===== src/rtl/pulse_stretch_pkg.sv =====
// -----------------------------------------------------------------------------
// pulse_stretch_pkg
// Shared definitions for the pulse stretcher: FSM state encoding and the
// helper that sizes the interval timer.
// Optional feature macro used by the design: PULSE_STRETCH_RETRIG_EN.
// -----------------------------------------------------------------------------
package pulse_stretch_pkg;

  typedef enum logic [1:0] {
    IDLE = 2'b00,
    HOLD = 2'b01,
    GAP  = 2'b10
  } state_e;

  // Timer width: enough bits for the larger of the two reload values.
  // A count of 1 would give $clog2(1) = 0, so the width never drops below 1.
  function automatic int unsigned timer_width(input int unsigned hold_cnt,
                                              input int unsigned gap_cnt);
    int unsigned max_cnt;
    max_cnt = (hold_cnt > gap_cnt) ? hold_cnt : gap_cnt;
    if (max_cnt > 32'd1) begin
      return $clog2(max_cnt);
    end else begin
      return 32'd1;
    end
  endfunction

endpackage


===== src/rtl/pulse_stretcher_interval_timer.sv =====
// -----------------------------------------------------------------------------
// interval_timer
// Loadable down-counter used to time the HOLD and GAP intervals.
// The counter decrements every cycle while non-zero and stops at zero
// (no wrap-around).
// Ports:
//   clk      - system clock, rising edge
//   rst      - asynchronous active-low reset (count cleared to 0)
//   load     - load load_val this cycle (takes priority over counting)
//   load_val - value to load
//   zero     - high while the count is 0
// -----------------------------------------------------------------------------
module interval_timer #(
  parameter int unsigned W = 8
) (
  input  logic         clk,
  input  logic         rst,
  input  logic         load,
  input  logic [W-1:0] load_val,
  output logic         zero
);

  localparam logic [W-1:0] CNT_ZERO = {W{1'b0}};
  localparam logic [W-1:0] CNT_ONE  = W'(1);

  logic [W-1:0] count_q;

  // Count register: load, decrement toward zero, or hold at zero.
  always_ff @(posedge clk or negedge rst) begin
    if (!rst) begin
      count_q <= CNT_ZERO;
    end else if (load) begin
      count_q <= load_val;
    end else if (count_q != CNT_ZERO) begin
      count_q <= count_q - CNT_ONE;
    end else begin
      count_q <= count_q;
    end
  end

  assign zero = (count_q == CNT_ZERO);

endmodule


===== src/rtl/pulse_stretcher.sv =====
// -----------------------------------------------------------------------------
// pulse_stretcher
// Turns single-cycle trigger pulses into fixed-length output high intervals
// (HOLD_CNT cycles) each followed by a low guard interval (GAP_CNT cycles).
// Triggers arriving during an interval are queued in a saturating counter and
// replayed in order; a dropped trigger sets the sticky overflow flag.
// Optional feature macro: PULSE_STRETCH_RETRIG_EN -- when defined, a trigger
// during HOLD restarts the high interval instead of being queued.
// Ports:
//   clk       - system clock, rising edge
//   rst       - asynchronous active-low reset
//   trig      - single-cycle request pulse
//   out_level - stretched output level (registered)
//   busy      - high whenever the FSM is not IDLE (registered)
//   pending   - queued triggers not yet launched (registered)
//   overflow  - sticky, set when a trigger is dropped (registered)
// -----------------------------------------------------------------------------
module pulse_stretcher
  import pulse_stretch_pkg::*;
#(
  parameter int unsigned HOLD_CNT = 1_500_000,
  parameter int unsigned GAP_CNT  = 500_000,
  parameter int unsigned QUEUE_W  = 4
) (
  input  logic               clk,
  input  logic               rst,
  input  logic               trig,
  output logic               out_level,
  output logic               busy,
  output logic [QUEUE_W-1:0] pending,
  output logic               overflow
);

  localparam int unsigned        TW        = timer_width(HOLD_CNT, GAP_CNT);
  localparam logic [TW-1:0]      HOLD_LOAD = TW'(HOLD_CNT - 32'd1);
  localparam logic [TW-1:0]      GAP_LOAD  = TW'(GAP_CNT - 32'd1);
  localparam logic [TW-1:0]      TMR_ZERO  = {TW{1'b0}};
  localparam logic [QUEUE_W-1:0] PEND_ZERO = {QUEUE_W{1'b0}};
  localparam logic [QUEUE_W-1:0] PEND_ONE  = QUEUE_W'(1);
  localparam logic [QUEUE_W-1:0] PEND_MAX  = {QUEUE_W{1'b1}};

  state_e             state_q, state_d;
  logic               out_level_q, out_level_d;
  logic               busy_q, busy_d;
  logic [QUEUE_W-1:0] pending_q, pending_d;
  logic               overflow_q, overflow_d;

  logic               tmr_load_s;
  logic [TW-1:0]      tmr_val_s;
  logic               tmr_zero_s;
  logic               inc_s;
  logic               dec_s;

  interval_timer #(
    .W (TW)
  ) u_timer (
    .clk      (clk),
    .rst      (rst),
    .load     (tmr_load_s),
    .load_val (tmr_val_s),
    .zero     (tmr_zero_s)
  );

  // Next-state logic plus timer load and queue increment/decrement requests.
  always_comb begin
    state_d    = state_q;
    tmr_load_s = 1'b0;
    tmr_val_s  = TMR_ZERO;
    inc_s      = 1'b0;
    dec_s      = 1'b0;
    case (state_q)
      IDLE: begin
        if (trig) begin
          state_d    = HOLD;
          tmr_load_s = 1'b1;
          tmr_val_s  = HOLD_LOAD;
        end else begin
          state_d = IDLE;
        end
      end
      HOLD: begin
`ifdef PULSE_STRETCH_RETRIG_EN
        // Retrigger restarts the high interval, even on its final cycle.
        if (trig) begin
          tmr_load_s = 1'b1;
          tmr_val_s  = HOLD_LOAD;
        end else if (tmr_zero_s) begin
          state_d    = GAP;
          tmr_load_s = 1'b1;
          tmr_val_s  = GAP_LOAD;
        end else begin
          state_d = HOLD;
        end
`else
        inc_s = trig;
        if (tmr_zero_s) begin
          state_d    = GAP;
          tmr_load_s = 1'b1;
          tmr_val_s  = GAP_LOAD;
        end else begin
          state_d = HOLD;
        end
`endif
      end
      GAP: begin
        if (tmr_zero_s) begin
          if (pending_q != PEND_ZERO) begin
            // Launch the oldest queued trigger; a new trig still queues.
            state_d    = HOLD;
            tmr_load_s = 1'b1;
            tmr_val_s  = HOLD_LOAD;
            dec_s      = 1'b1;
            inc_s      = trig;
          end else if (trig) begin
            // Empty queue: this trigger launches directly, never counted.
            state_d    = HOLD;
            tmr_load_s = 1'b1;
            tmr_val_s  = HOLD_LOAD;
          end else begin
            state_d = IDLE;
          end
        end else begin
          inc_s   = trig;
          state_d = GAP;
        end
      end
      default: begin
        state_d    = IDLE;
        tmr_load_s = 1'b1;
        tmr_val_s  = TMR_ZERO;
      end
    endcase
  end

  // Saturating pending counter, sticky overflow and Moore output decode.
  always_comb begin
    pending_d  = pending_q;
    overflow_d = overflow_q;
    if (inc_s && !dec_s) begin
      if (pending_q == PEND_MAX) begin
        overflow_d = 1'b1;
      end else begin
        pending_d = pending_q + PEND_ONE;
      end
    end else if (dec_s && !inc_s) begin
      pending_d = pending_q - PEND_ONE;
    end else begin
      pending_d = pending_q;
    end
    // Decoded from the next state so the registered outputs line up with it.
    out_level_d = (state_d == HOLD);
    busy_d      = (state_d != IDLE);
  end

  // State and output registers.
  always_ff @(posedge clk or negedge rst) begin
    if (!rst) begin
      state_q     <= IDLE;
      out_level_q <= 1'b0;
      busy_q      <= 1'b0;
      pending_q   <= PEND_ZERO;
      overflow_q  <= 1'b0;
    end else begin
      state_q     <= state_d;
      out_level_q <= out_level_d;
      busy_q      <= busy_d;
      pending_q   <= pending_d;
      overflow_q  <= overflow_d;
    end
  end

  assign out_level = out_level_q;
  assign busy      = busy_q;
  assign pending   = pending_q;
  assign overflow  = overflow_q;

endmodule


===== config.mk =====
export PLATFORM = sky130hd
export DESIGN_NAME = pulse_stretcher
export DESIGN_NICKNAME = d
export VERILOG_FILES = /design/src/rtl/pulse_stretch_pkg.sv /design/src/rtl/pulse_stretcher_interval_timer.sv /design/src/rtl/pulse_stretcher.sv
export SDC_FILE = /design/constraint.sdc
export NUM_CORES = 1
export LEC_CHECK = 0
export CAP_MARGIN = 25
export CORE_ASPECT_RATIO = 0.75
export CORE_MARGIN = 4
export CORE_UTILIZATION = 25
export CTS_CLUSTER_SIZE = 20
export DETAILED_ROUTE_END_ITERATION = 12
export HOLD_SLACK_MARGIN = 0.12
export PLACE_DENSITY = 0.5
export SLEW_MARGIN = 20
export SYNTH_ARGS = -nofsm -noshare
export SYNTH_HDL_FRONTEND = slang
export SYNTH_SLANG_ARGS = --single-unit

===== constraint.sdc =====
create_clock -name clk -period 3.7 [get_ports clk]
set_input_delay 0.74 -clock clk [delete_from_list [all_inputs] [get_ports clk]]
set_output_delay 0.74 -clock clk [all_outputs]
set_load 0.02 [all_outputs]

## After elaboration in Yosys (flattened, before gate mapping)

Index checks and enable logic that the tools add are counted.

- Add/subtract/negate cells: 3
- $mul: 0
- Divide/modulo/power cells: 0
- Magnitude comparators: 0
- Eq/ne operators: 5
- Shifts and indexed selects: 0
- Multiplexer cells: 26
- Bitwise gates (word level): 0
- Reduce and logical (&&, ||, !) cells: 13

Operators by type and width:

| operator | count |
|---|---|
| $mux W21 | 5 |
| $pmux W21 S3 | 1 |
| $logic_not A21 Y1 | 1 |
| $reduce_bool A21 Y1 | 1 |
| $sub A21 B1 Y21 const B | 1 |
| $mux W19 | 1 |
| $mux W4 | 3 |
| $mux W1 | 10 |
| $mux W2 | 3 |
| $pmux W2 S3 | 1 |
| $reduce_bool A2 Y1 | 3 |
| $add A4 B1 Y4 const B | 1 |
| $eq A2 B1 Y1 const B | 2 |
| $eq A4 B4 Y1 const B | 1 |
| $reduce_and A2 Y1 | 2 |
| $reduce_bool A4 Y1 | 1 |
| $sub A4 B1 Y4 const B | 1 |
| $pmux W1 S3 | 1 |
| $eq A2 B2 Y1 const B | 1 |
| $logic_and A1 B1 Y1 | 2 |
| $logic_not A1 Y1 | 2 |
| $logic_not A2 Y1 | 1 |
| $ne A2 B2 Y1 const B | 1 |
| $pmux W1 S2 | 1 |

- Register bits: 30
- Bits in latches: 0
- RAM bits: 0
- Memory bits (read-only): 0
- Input bits: 3
- Logic and storage cells: 53
- Memories kept: 0

## Longest topological paths before layout

Gate-level depths: netlist (run 1).

- Word-level depth: 8
- Gate-level depth with buffers: 11
- Mapped depth without buffers: 11

## Cells and area by module

Synthesis (run 1) repeated with hierarchy kept, for this count alone.

- Cells, all modules: 192
- Area, all modules: 1943.1 sq um

By module, submodules not included:

| module | instances | cells an instance | area each (sq um) |
|---|---|---|---|
| interval_timer | 1 | 129 | 1297.5 |
| pulse_stretcher | 1 | 63 | 645.6 |

## Least setup slack after synthesis (run 1)

No wires, ideal clock.

- Path kind: reg-to-reg
- Start point: register u_timer.count_q[15]
- End point: register pending_q[3], in the netlist pending[3]
- Data arrival time: 2791 ps
- Setup slack: 778 ps
- Stages on the path, launching flop included: 11
- Buffers on the path: 1
- Clock period less this slack: 2922 ps
- Path through: dfrtp_1 > or4_4 > buf_6 > o31a_2 > nor3_1 > ha_1 > a21o_1 > a21o_1 > nor4_1 > o22ai_1 > xnor2_1

- Longest elaborated chain between the ends: 7
- Elaborated cells between the ends (all ways): 13

RTL lines:

| item | RTL line | source |
|---|---|---|
| from (decl) | pulse_stretcher_interval_timer.sv:26 | `logic [W-1:0] count_q;` |
| from (signal assigned) | pulse_stretcher_interval_timer.sv:33 | `count_q <= load_val;` |
| from (signal assigned) | pulse_stretcher_interval_timer.sv:35 | `count_q <= count_q - CNT_ONE;` |
| from (signal assigned) | pulse_stretcher_interval_timer.sv:37 | `count_q <= count_q;` |
| $logic_not A21 Y1 (*) | pulse_stretcher_interval_timer.sv:41 | `assign zero = (count_q == CNT_ZERO);` |
| $mux W1 | pulse_stretcher.sv:106 | `if (tmr_zero_s) begin` |
| $pmux W1 S2 / $mux W1 (equally long branches) | pulse_stretcher.sv:71 | `case (state_q)` |
| $logic_not A1 Y1 (on tied branches) | pulse_stretcher.sv:145, pulse_stretcher.sv:139 |  |
| $logic_and A1 B1 Y1 (on tied branches) | pulse_stretcher.sv:145, pulse_stretcher.sv:139 |  |
| $reduce_bool A2 Y1 (no source line) / $ne A2 B2 Y1 (equally long branches) | n/a |  |
| $reduce_and A2 Y1 (no source line) | n/a |  |
| to (signal assigned) | pulse_stretcher.sv:167 | `pending_q <= pending_d;` |
| to (decl) | pulse_stretcher.sv:45 | `logic [QUEUE_W-1:0] pending_q, pending_d;` |

Every way passes the cells marked *; elsewhere a longest branch is shown, timed or not.
A chain may end at the register's enable or synchronous reset.

## Worst setup path in the final report (run 1)

- Start point: register u_timer.count_q[14]
- End point: register pending_q[3], in the netlist pending[3]

Same word-level chain as after synthesis.

==> results of run 1 <==
cell families (layout without fill, tap and decap cells):
group	Yosys count	after routing	synth area share, %
buf+inv	12	26	3.264
simple gates	73	73	22.18
flops	30	30	39.97
mux	2	2	1.332
fa+ha+maj	9	9	6.396
xor+xnor	18	18	8.394
compound gates	49	49	18.45
power by group through the flow:
| stage | Sequential [uW] | Combinational, uW | Clock, uW |
|---|---|---|---|
| 5_1_grt | 407 | 241 | 268 |
| 3_5_place_dp | 408 | 222 | 0 |
| 3_3_place_gp | 408 | 219 | 0 |
| 4_1_cts | 401 | 222 | 255 |
| 6_report | 400 | 218 | 250 |
| 2_1_floorplan | 432 | 102 | 0 |
critical path, cell delays in order (launching register included):
cell and delay [ns]:
dfrtp_1 0.44, or4_4 0.60, o31a_2 0.37, nor3_1 0.43, ha_1 0.33, a21o_1 0.16, a21o_1 0.18, nor4_1 0.19
o22ai_1 0.15, xnor2_1 0.14
synthesized netlist by cell type, drive strengths merged (4+ instances only):
cell,n,area share (%)
dfrtp,30,40
nor2,17,3.4
a21oi,16,4.3
xnor2,13,6.1
nand2,11,2.2
ha,8,5.3
nand3,7,1.9
o21ai,7,1.9
inv,6,1.2
nor3,6,2.2
nor4,6,2.7
a211oi,5,2.0
or2,5,1.8
or4,5,2.2
xor2,5,2.3
and3,4,1.3
buf,4,1.7
nand4,4,1.3
worst paths after layout:
path                                            startpoint                endpoint  slack [ns]  cells after the start
max in group asynchronous                              rst    state_q[1]$_DFF_PN0_        2.54                      2
min reg2reg                           overflow$_DFFE_PN0P_    overflow$_DFFE_PN0P_        0.47                      1
max reg2reg                u_timer.count_q[14]$_DFFE_PN0P_  pending[3]$_DFFE_PN0P_        0.60                      9
min                                   overflow$_DFFE_PN0P_    overflow$_DFFE_PN0P_        0.47                      1
min in group asynchronous                              rst  pending[1]$_DFFE_PN0P_        0.85                      2
max                        u_timer.count_q[14]$_DFFE_PN0P_  pending[3]$_DFFE_PN0P_        0.60                      9
layout by cell type (no fill, tap or decap), types with 3 or more instances in the layout:
| cell type | count |
|---|---|
| dfrtp_1 | 30 |
| nor2_1 | 17 |
| a21oi_1 | 16 |
| xnor2_1 | 13 |
| nand2_1 | 11 |
| clkdlybuf4s50_1 | 9 |
| ha_1 | 8 |
| nand3_1 | 7 |
| o21ai_0 | 7 |
| inv_1 | 6 |
| nor3_1 | 5 |
| a211oi_1 | 5 |
| xor2_1 | 5 |
| clkbuf_8 | 5 |
| and3_1 | 4 |
| or4_1 | 4 |
| nand4_1 | 4 |
| nor4_1 | 4 |
| buf_4 | 4 |
| or2_2 | 3 |
stage by stage:
step	hold WS, ns	cells	worst slack, ns	instance area, um2
after floorplan	0.4444	193	0.7777	1878
after global placement	0.4750	301	0.4772	2086
after detailed placement	0.4651	301	0.4114	2086
after CTS	0.4802	308	0.6195	2162
after global routing	0.5044	308	0.3743	2162
final	0.4741	308	0.6031	2162
layout make-up:
class	count	area [um2]	area share [%]
multi-input cells	151	1066	49.31
flip-flops and latches	30	750.7	34.72
well taps	101	126.4	5.845
repair buffers	13	120.1	5.556
clock buffers	7	76.32	3.530
inverters	6	22.52	1.042
registers in the layout (all words and copies together), names as in the netlist:
register         flops
u_timer.count_q     21
state_q              2
busy                 1
pending              4
overflow             1
out_level            1
per-layer routing:
metal / vias to the layer above / share of wire (%)
met2: 38 / 38
met4: 0 / 0.82
met5: - / 0
li1: 741 / -
met3: 5 / 6.0
met1: 721 / 55
==> run_results.csv, run 1 <==
group,metric,value,unit
grt,grt_start_max_net_pins,31,
sta,worst_pin_slew,0.8283,ns
cts,cts_sinks,30,
grt,met1_usage,17.86,%
cts,cts-root-buf,"clkbuf_8",
grt,overflow,0,
worst_setup_path,critical_path_peak_fanout,5,
drt,drt_iter0_drc,124,
final_layout,n_antenna_cell,0,
floorplanning,die_area,8977,um2
worst_setup_path,critPathCaptureType,"flop",
hold_path,hold_path_class,"reg -> reg",
final_layout,synthToLayoutAreaGrowth,15.12,%
drt,wl_per_cell,14.69,um
job,maxCapViolations,0,
sta,grt_setup_unrepaired,"no",
grt,use_met2,12.02,%
drt,vias,1505,
power,vdd_drop_max,0.0001797,V
sta,max_slew_margin,44.27,%
grt,grt_pass1_wl,7458,um
cts,cts.hold.buffers_added,0,
placement,portBuffers,9,
synth,yosys_register_bits,30,
floorplanning,row_count,27,
power,p_int,603.7,uW
power,switchingPower,265.1,uW
grt,busiest_layer,"met1",
sta,period_share,83.70,%
cts,h-tree-depth,2,
drt,dr.pass1.iters,4,
final_layout,nets,219,
power,swShare,30.52,%
power,power.density,401.8,nW/um2
sta,setup_violations,0,
grt,grt_pass1_vias,1414,
power,p_total,868.8,uW
power,p_leak,0.0008165,uW
floorplanning,ios,10,
sta,fin_worst_skew,0.007476,ns
placement,place.gp.congestion,0.8447,
sta,period_needed,3.097,ns
synth,synth-main-ff-cell,"dfrtp_1",
synth,ys_async_sr_fraction,100.0,%
power,pwr-share-seq,46.1,%
sta,tns,0,ns
cts,cts_tree,"done",
sta,fmax,0.3229,GHz
final_layout,nFillCells,777,
worst_setup_path,arrival,3.27,ns
sta,finalMaxSlewViolations,0,
power,p_comb_share,25.1,%
sta,hold_viol,0,
synth,syn_avg_cell_area,9.731,um2
power,p_clk_share,28.8,%
floorplanning,initial_core_util,25.62,%
synth,synth_warnings,0,
synth,ys_seq_area_share,39.97,%
drt,drt_drc_violations_left,0,
grt,met3_usage,3.341,%
drt,ant_nets,0,
synth,syn_nets,205,
cts,cts_made_buffers,5,
grt,grt_usage,10.55,%
cts,postCtsSetupBuffers,0,
drt,via_per_inst,4.886,
floorplanning,die_w,108.1,um
floorplanning,core_area,7331,um2
worst_setup_path,crit_type,"reg -> reg",
synth,ys_types,50,
outcome,outcome,"finished clean",
final_layout,drive_above_1_share,10.63,%
drt,wirelength,4526,um
grt,antenna_found_initial,0,
cts,cts-resized-gates,0,
final_layout,fin_util,29.49,%
cts,cts_buffer_depth,2,
floorplanning,die-height,83.06,um
cts,clock_latency,0.28,ns
cts,path_clk_slew,0.07,ns
worst_setup_path,cp_data_required_time,3.87,ns
synth,postSynthCellCount,193,
synth,syn-cell-area,1878,um2
worst_setup_path,critPathLaunchType,"flop",
placement,dpl.hpwl,3287,um
synth,synth_edf_count,0,
No activity file was read; power rests on OpenSTA's default activity.
==> run 2, diff against run 1 <==
Clock period 3.7 ns to 2.85 ns, I/O delays scaled along.
==> run 2 against run 1 <==
Compared with the run above:
- first-iteration DRC count down 49%
- core utilization up 2.2 points
- register-to-register slack worse by 0.47 ns
- sequential share of layout area down 2.4 points
- largest cell class unchanged
- largest power group unchanged
==> run_results.csv, run 2 (synthesis gave the netlist of run 1 again) <==
group,metric,value,unit
hold_path,min_path_cells,1,
cts,cts_tree,"done",
drt,vias,1503,
final_layout,final_common_cell,"dfrtp_1",
drt,drt_drc_violations_left,0,
sta,setup_violations,0,
placement,portBuffers,9,
worst_setup_path,cp_data_required_time,3.02,ns
sta,finalMaxSlewViolations,0,
sta,fmax,0.3682,GHz
final_layout,drive_above_1_share,19.47,%
final_layout,synthToLayoutAreaGrowth,23.72,%
sta,hold_viol,0,
final_layout,n_antenna_cell,0,
floorplanning,ios,10,
final_layout,largest_register_ffs,21,
job,maxCapViolations,0,
floorplanning,core_area,7331,um2
final_layout,nets,237,
cts,cts-resized-gates,0,
hold_path,hold_path_class,"reg -> reg",
power,power.density,523.1,nW/um2
worst_setup_path,crit_type,"reg -> reg",
cts,h-tree-depth,2,
power,p_leak,0.0009229,uW
sta,worst_pin_slew,0.5788,ns
grt,antenna_found_initial,0,
placement,dp_slack,0.01427,ns
drt,wl_per_cell,14.25,um
worst_setup_path,r2r_cells,9,
final_layout,regMostFlops,"u_timer.count_q",
grt,grt_start_max_net_pins,31,
grt,grt_pass1_wl,7838,um
drt,dr.pass1.iters,4,
placement,place.gp.congestion,0.8076,
floorplanning,die_area,8977,um2
sta,fin_worst_skew,0.006901,ns
floorplanning,die_w,108.1,um
cts,cts_buffer_depth,2,
worst_setup_path,path_cells,"or4_4, o31a_2, nor3_2, ha_1, a21o_1, a21o_1, nor4_2, o22ai_1, xnor2_1",
floorplanning,initial_core_util,25.62,%
floorplanning,die-height,83.06,um
drt,via_per_inst,4.596,
grt,grt_usage,10.97,%
final_layout,final_cell_mix,"dfrtp_1 (30), buf_4 (22), nor2_1 (17), a21oi_1 (16), xnor2_1 (13)",
cts,cts-root-buf,"clkbuf_8",
placement,dpl.hpwl,3548,um
final_layout,fin_util,31.69,%
cts,cts.hold.buffers_added,0,
worst_setup_path,slowest_delay,0.60,ns
sta,period_share,95.29,%
drt,wirelength,4659,um
worst_setup_path,critPathLaunchType,"flop",
grt,grt_pass1_vias,1499,
sta,period_needed,2.716,ns
cts,cts_made_buffers,5,
drt,ant_nets,0,
worst_setup_path,slowest_stage,"or4_4",
worst_setup_path,critPathCaptureType,"flop",
cts,postCtsSetupBuffers,0,
power,vdd_drop_max,0.0002436,V
worst_setup_path,critical_path_peak_fanout,5,
grt,overflow,0,
floorplanning,row_count,27,
power,p_total,1215,uW
cts,path_clk_slew,0.07,ns
sta,max_slew_margin,60.91,%
sta,setup_slack,0.1342,ns
outcome,outcome,"finished clean",
drt,drt_iter0_drc,63,
worst_setup_path,cpMostUsedCell,"a21o_1",
cts,cts_sinks,30,
worst_setup_path,arrival,2.89,ns
cts,clock_latency,0.28,ns
[run 2: cell types whose count changed in the layout (fill, tap and decap cells not counted), sizes merged]
cell | previous run | this run
buf | 4 | 22
clkinv | 0 | 1
[run 2: routing by layer]
layer / vias to the layer above / part of all wire [%] / routed length (um) / track usage [%]
met2: 31 / 37 / 1736 / 13.26
met3: 8 / 4.1 / 189 / 2.797
met5: - / 0 / 0 / 0
met4: 0 / 1.3 / 62 / 3.440
li1: 776 / - / - / -
met1: 688 / 57 / 2670 / 18.09
[run 2: final timing paths]
kind                                                 startpoint                        endpoint  slack [ns]
worst min-delay path                       overflow$_DFFE_PN0P_            overflow$_DFFE_PN0P_        0.48
min in group asynchronous                                   rst          pending[0]$_DFFE_PN0P_        0.68
worst max register to register  u_timer.count_q[17]$_DFFE_PN0P_          pending[3]$_DFFE_PN0P_        0.13
worst min register to register             overflow$_DFFE_PN0P_            overflow$_DFFE_PN0P_        0.48
max in group asynchronous                                   rst  u_timer.count_q[7]$_DFFE_PN0P_        1.87
worst max-delay path            u_timer.count_q[17]$_DFFE_PN0P_          pending[3]$_DFFE_PN0P_        0.13
[run 2: power by group]
| part | switching [uW] | internal (uW) |
|---|---|---|
| logic | 176 | 193 |
| registers | 25.5 | 463 |
| clock network | 164 | 195 |
[run 2: per-stage QoR]
step	cell area, um2	TNS, ns	cells	hold WS (ns)
after global routing	2323	-0.05029	327	0.5112
after detailed placement	2226	0	319	0.4698
after floorplan	1883	0	193	0.2744
after global placement	2226	0	319	0.4771
after CTS	2317	0	327	0.4894
final	2323	0	327	0.4822
[run 2: critical path: cells and delay by family, from the launching register on]
| kind | cells | cell delay, ns |
|---|---|---|
| fa+ha+maj | 1 | 0.26 |
| simple gates | 3 | 0.94 |
| compound gates | 4 | 0.87 |
| xor+xnor | 1 | 0.14 |
| flops | 1 | 0.40 |
[run 2: area by class of cell]
cell class / count / area, um2
Clock buffer: 7 / 86.33
Timing Repair Buffer: 31 / 255.2
Sequential cell: 30 / 750.7
Clock inverter: 1 / 5.005
Inverter: 6 / 22.52
Multi-Input combinational cell: 151 / 1077
Fill cell: 768 / 5007
Tap cell: 101 / 126.4
==> run 3, diff against run 2 <==
Settings changed: CTS_CLUSTER_SIZE 20 to 24.
==> results of run 3 <==
Same layout as run 2: the final DEF is identical, and so are final timing and power.
